<file path="config.mk">
export PLATFORM = sky130hd
export DESIGN_NAME = vu_level_meter
export DESIGN_NICKNAME = d
export VERILOG_FILES = /design/src/rtl/vu_pkg.sv /design/src/rtl/tick_timer.sv /design/src/rtl/vu_level_meter.sv
export SDC_FILE = /design/constraint.sdc
export NUM_CORES = 1
export LEC_CHECK = 0
export ABC_CLOCK_PERIOD_IN_PS = 2500
export CORE_ASPECT_RATIO = 1.75
export CORE_MARGIN = 2
export CORE_UTILIZATION = 25
export DETAILED_ROUTE_END_ITERATION = 12
export DONT_BUFFER_PORTS = 1
export PLACE_DENSITY_LB_ADDON = 0.2
export SLEW_MARGIN = 20
export SYNTH_ARGS = -nofsm -noshare
export SYNTH_HDL_FRONTEND = slang
export SYNTH_SLANG_ARGS = --single-unit
</file>
<file path="constraint.sdc">
create_clock -name clk -period 2.5 [get_ports clk]
set_input_delay 0.25 -clock clk [delete_from_list [all_inputs] [get_ports clk]]
set_output_delay 0.25 -clock clk [all_outputs]
set_load 0.03 [all_outputs]
</file>
<file path="src/rtl/vu_pkg.sv">
// rtl/vu_pkg.sv - shared widths, default constants and helpers for the VU level meter
package vu_pkg;

  localparam int ADC_W    = 12;
  localparam int LVL_W    = 11;
  localparam int N_LEDS   = 8;
  localparam int LED_STEP = 256;

  localparam int MIDSCALE_DEF    = 2048;
  localparam int DECAY_TICKS_DEF = 125000;
  localparam int DECAY_STEP_DEF  = 16;
  localparam int HOLD_TICKS_DEF  = 6250000;

  // Largest envelope value; a full-scale negative swing (code 0) would be 2048.
  localparam logic [ADC_W-1:0] MAG_MAX = ADC_W'((1 << LVL_W) - 1);

  // Distance of an ADC code from the bias point, clamped to the envelope range.
  function automatic logic [LVL_W-1:0] magnitude(input logic [ADC_W-1:0] code,
                                                 input logic [ADC_W-1:0] mid);
    logic [ADC_W-1:0] diff;
    diff = (code >= mid) ? (code - mid) : (mid - code);
    return (diff > MAG_MAX) ? MAG_MAX[LVL_W-1:0] : diff[LVL_W-1:0];
  endfunction

  // Thermometer code: LED i is lit once the level rises above i*LED_STEP.
  function automatic logic [N_LEDS-1:0] thermometer(input logic [LVL_W-1:0] lvl);
    logic [N_LEDS-1:0] bar;
    bar = '0;
    for (int i = 0; i < N_LEDS; i++) begin
      bar[i] = (lvl > LVL_W'(i * LED_STEP));
    end
    return bar;
  endfunction

  // One-hot of the highest lit LED; zero when the bar is dark.
  function automatic logic [N_LEDS-1:0] top_onehot(input logic [N_LEDS-1:0] bar);
    logic [N_LEDS-1:0] dot;
    dot = '0;
    for (int i = 0; i < N_LEDS; i++) begin
      if (bar[i]) begin
        dot    = '0;
        dot[i] = 1'b1;
      end
    end
    return dot;
  endfunction

endpackage

</file>
<file path="src/rtl/tick_timer.sv">
// rtl/tick_timer.sv - free-running modulo counter emitting a one-cycle tick at its terminal count
module tick_timer
  import vu_pkg::*;
#(
  parameter int TICKS = DECAY_TICKS_DEF
) (
  input  logic clk,
  input  logic reset,
  output logic tick
);

  localparam int          W    = (TICKS > 1) ? $clog2(TICKS) : 1;
  localparam logic [W-1:0] LAST = W'(TICKS - 1);

  logic [W-1:0] count;

  assign tick = (count == LAST);

  // Count 0..TICKS-1 and wrap on the tick cycle; never restarted from outside.
  always_ff @(posedge clk or posedge reset) begin
    if (reset) begin
      count <= '0;
    end else if (tick) begin
      count <= '0;
    end else begin
      count <= count + W'(1);
    end
  end

endmodule

</file>
<file path="src/rtl/vu_level_meter.sv">
// rtl/vu_level_meter.sv - VU meter: magnitude, attack/decay envelope, LED bar; peak dot under VU_PEAK_HOLD_EN
module vu_level_meter
  import vu_pkg::*;
#(
  parameter int MIDSCALE    = MIDSCALE_DEF,
  parameter int DECAY_TICKS = DECAY_TICKS_DEF,
  parameter int DECAY_STEP  = DECAY_STEP_DEF,
  parameter int HOLD_TICKS  = HOLD_TICKS_DEF
) (
  input  logic              clk,
  input  logic              reset,
  input  logic [ADC_W-1:0]  sample,
  input  logic              sample_valid,
  output logic [LVL_W-1:0]  level,
  output logic [N_LEDS-1:0] leds,
  output logic [N_LEDS-1:0] peak_led
);

  localparam logic [ADC_W-1:0] MID  = ADC_W'(MIDSCALE);
  localparam logic [LVL_W-1:0] STEP = LVL_W'(DECAY_STEP);

  logic [LVL_W-1:0] mag;
  logic             mag_valid;
  logic             decay_tick;

  tick_timer #(
    .TICKS (DECAY_TICKS)
  ) u_decay_timer (
    .clk   (clk),
    .reset (reset),
    .tick  (decay_tick)
  );

  // Stage 1: capture the rectified, clamped sample; every strobe is taken.
  always_ff @(posedge clk or posedge reset) begin
    if (reset) begin
      mag       <= '0;
      mag_valid <= 1'b0;
    end else begin
      mag_valid <= sample_valid;
      if (sample_valid) begin
        mag <= magnitude(sample, MID);
      end
    end
  end

  // Stage 2: instant attack; otherwise linear decay floored at zero. Attack swallows a coincident tick.
  always_ff @(posedge clk or posedge reset) begin
    if (reset) begin
      level <= '0;
    end else if (mag_valid && (mag > level)) begin
      level <= mag;
    end else if (decay_tick) begin
      level <= (level > STEP) ? (level - STEP) : '0;
    end
  end

  // Stage 3: thermometer bar from the envelope.
  always_ff @(posedge clk or posedge reset) begin
    if (reset) begin
      leds <= '0;
    end else begin
      leds <= thermometer(level);
    end
  end

`ifdef VU_PEAK_HOLD_EN
  localparam int               HOLD_W    = (HOLD_TICKS > 1) ? $clog2(HOLD_TICKS) : 1;
  localparam logic [HOLD_W-1:0] HOLD_LAST = HOLD_W'(HOLD_TICKS - 1);

  logic [HOLD_W-1:0] hold_count;
  logic [N_LEDS-1:0] top_dot;

  // One-hot values order the same way as LED indices, so a plain compare finds a higher peak.
  assign top_dot = top_onehot(leds);

  // Peak dot: jump up immediately, otherwise re-sample the bar each time the hold runs out.
  always_ff @(posedge clk or posedge reset) begin
    if (reset) begin
      peak_led   <= '0;
      hold_count <= '0;
    end else if ((top_dot > peak_led) || (hold_count == '0)) begin
      peak_led   <= top_dot;
      hold_count <= HOLD_LAST;
    end else begin
      hold_count <= hold_count - HOLD_W'(1);
    end
  end
`else
  assign peak_led = '0;
`endif

endmodule

</file>
==> key figures, run 1 <==
Critical path
  – CP max-delay cell: nor4_2
  – Crit path max-delay family: simple AND/OR/NAND/NOR gates
  – Crit Path Max Fanout: 6
  – WP data required: 2.67 ns
  – Worst stage delay on the critical path: 0.56 ns
  – Crit path DAT: 2.53 ns
  – CP startpoint kind: flop
  – Critical path buffers and inverters: 0
  – WS Path Type: flop to flop
  – CP Capture Type: flop
  – Worst path cell trace: nor4_2 > a21oi_1 > nor2_1 > o41ai_1 > mux2_1

Global routing
  – Total congestion overflow: 0
  – All-Layer GR Usage: 12.2%
  – Initial antenna violation count: 0
  – First-pass GRT wire length: 10500 um
  – Largest net degree at the start of global routing: 49
  – Vias in the first global route: 2078

Power
  – Worst VDD drop: 0.393 mV
  – Clock Power Share: 22.3%
  – Power Total: 3040 uW
  – Combinational group share of total power: 39.3%
  – Net Sw Frac: 40.6%
  – Int Pwr: 1810 uW
  – Leakage power: 0.00133 uW
  – Switch Pwr: 1230 uW
  – PwrDens: 985 nW/um^2
  – Reg power frac: 38.4%

Timing
  – Worst-Margin Slew: 0.726 ns
  – Final slew viol count: 0
  – Final WS setup: 0.136 ns
  – Slew HR: 51.5%
  – Setup Viol. Count Final: 0
  – Final clock skew: 0.00710 ns
  – Min Clock Period, post-route: 2.36 ns
  – Fin. Hold Viols: 2
  – Setup TNS: 0 ns
  – Fmax achieved: 423 MHz
  – Unrepaired setup endpoints after global routing: no
  – Period utilization: 94.5%
  – Hold_ws: -0.00453 ns

Place
  – Port buffer count: 0
  – Dpl ws: 0.0710 ns
  – Placed cell count: 418
  – GPL Wtd Cong: 0.733
  – HPWL after detailed placement: 5070 um

Clocking
  – Clock buffer depth: 2
  – Htree depth: 2
  – Clk Latency, worst-skew pair: 0.29 ns
  – CTS sink count: 48
  – Root Buffer: clkbuf_16
  – Reg clk slew, reported paths: 0.07 ns
  – CTS Buf Count: 5
  – CTS tree: yes

Detailed routing
  – Vias per cell: 4.63
  – Post-route antenna net violation count: 0
  – Vias: 1978
  – Wire per inst: 15.1 um
  – DRC errors left: 0
  – DR pass1 iterations: 5
  – Final WL: 6470 um
  – 1st-iter DRT viols: 57

Floorplan
  – Die X: 82.6 um
  – Die area: 11700 sq um
  – Starting density of the core: 25.4%
  – FP Rows: 50
  – Vert. Die Dim: 141 um
  – Ports: 42
  – Core Footprint: 10600 sq um

Layout
  – Commonest cells after routing, fill and taps aside: dfrtp_1, nor2_1, a21oi_1
  – Fin cells: 427
  – Commonest non-fill, non-tap cell in the layout: dfrtp_1
  – Fraction of layout cells with a size suffix above 1: 13.8%
  – Diode count: 0
  – Layout area overhead: 14.4%
  – Fillers: 1145
  – Fin nets: 326
  – Finished Core Util: 29.0%

Synth
  – Synth cell types: 49
  – Mapped cell area: 2700 sq um
  – Async SR Flop Fraction: 100%
  – Syn Area/Cell: 9.75 sq um
  – Post-synth top area cell: dfrtp_1
  – Number of synthesized flops with an enable pin: 0
  – Seq/Total Area, Yosys: 44.5%
  – Top_reg_cell synth: dfrtp_1
  – Ys Warns: 0
  – Synth area leaders: dfrtp_1, ha_1, nor2_1
  – Synth Instances: 277
  – Post-synth top area share: 44.5%
  – Number of synthesized register bits: 48

Run status
  – Failing checks: negative hold slack
  – Run status: finished, violations left

Flow run
  – MaxCap Viol Count: 0

Worst hold path
  – HP Class: input port to async pin
==> power groups by stage <==
stage / logic [uW] / registers (uW) / clock network (uW)
final: 1200 / 1170 / 679
after CTS: 1220 / 1170 / 704
after global placement: 1200 / 1190 / 0
after floorplan: 623 / 1370 / 0
after detailed placement: 1210 / 1190 / 0
after global routing: 1340 / 1190 / 728
==> final timing paths <==
path,slack (ns),start,to,cells after the start
max in group asynchronous,2.05,reset,u_decay_timer.count[8]$_DFF_PP0_,2
setup reg to reg,0.14,level[0]$_DFFE_PP0P_,level[8]$_DFFE_PP0P_,5
hold reg to reg,0.51,u_decay_timer.count[0]$_DFF_PP0_,u_decay_timer.count[0]$_DFF_PP0_,1
setup / recovery,0.14,level[0]$_DFFE_PP0P_,level[8]$_DFFE_PP0P_,5
min in group clk,0.11,sample[0],mag[0]$_DFFE_PP0P_,2
hold / removal,-0.005,reset,u_decay_timer.count[3]$_DFF_PP0_,2
==> kinds of logic after synthesis <==
kind of cell,after synthesis,share of synthesized area (%)
other cells,1,0.139
fa+ha+maj,15,6.95
simple gates,104,20.3
buf+inv,28,5.05
xor+xnor,22,7.14
mux,15,6.07
compound gates,44,9.82
flops,48,44.5
==> layout make-up <==
type | instances | area (sq um) | area share, %
multi-input combinational | 208 | 1390 | 45.0
clock buffer | 8 | 146 | 4.74
sequential | 48 | 1200 | 38.9
inverter | 16 | 60.1 | 1.94
timing repair buffer | 17 | 130 | 4.21
tap | 130 | 163 | 5.27
==> metal layers <==
layer,routed length [um],share of wire (%),global-route usage [%],vias to the layer above
met1,2260,35,11.7,938
met2,3850,60,23.6,34
met3,223,3.4,2.67,7
li1,-,-,-,999
met4,134,2.1,5.09,0
met5,0,0,0,-
==> state kept, by name, indices dropped and copies added (netlist names) <==
register / cells
level: 11
u_decay_timer.count: 17
mag_valid: 1
mag: 11
leds: 8
==> synthesized netlist by cell type, drive strengths merged, types with 6 or more instances <==
library cell and count:
xnor2 11, nor2 34, nand2 14, nor3 10, a21oi 20, nand4 6
mux2 11, inv 16, dfrtp 48, buf 9, xor2 11, o21ai 7
and3 6, nand3 13, ha 15
==> worst register-to-register path, stage by stage, from the launching register on <==
cell and delay (ns):
dfrtp_1 0.53, nor4_2 0.56, a21oi_1 0.26, nor2_1 0.44
o41ai_1 0.14, mux2_1 0.31
==> timing repair <==
item | CTS | global route
endpoints found under the hold margin | 1 | 0
gates resized for setup | 0 | 0
setup buffers | 0 | 0
hold buffers | 1 | 0
==> per-stage QoR <==
stage               hold slack [ns]  cell area [sq um]
floorplan                     0.281               2730
global placement              0.284               2930
detailed placement            0.284               2930
CTS                          0.0365               3090
global route                 0.0641               3090
finish                     -0.00453               3090
No activity file was read; power rests on OpenSTA's default activity.
==> run 2: changes to the inputs <==
--- a/config.mk
+++ b/config.mk
@@ -5,7 +5,6 @@
 export SDC_FILE = /design/constraint.sdc
 export NUM_CORES = 1
 export LEC_CHECK = 0
-export ABC_CLOCK_PERIOD_IN_PS = 2500
 export CORE_ASPECT_RATIO = 1.75
 export CORE_MARGIN = 2
 export CORE_UTILIZATION = 25
==> results of run 2 <==
Final layout, timing and power as in run 1 (identical DEF).
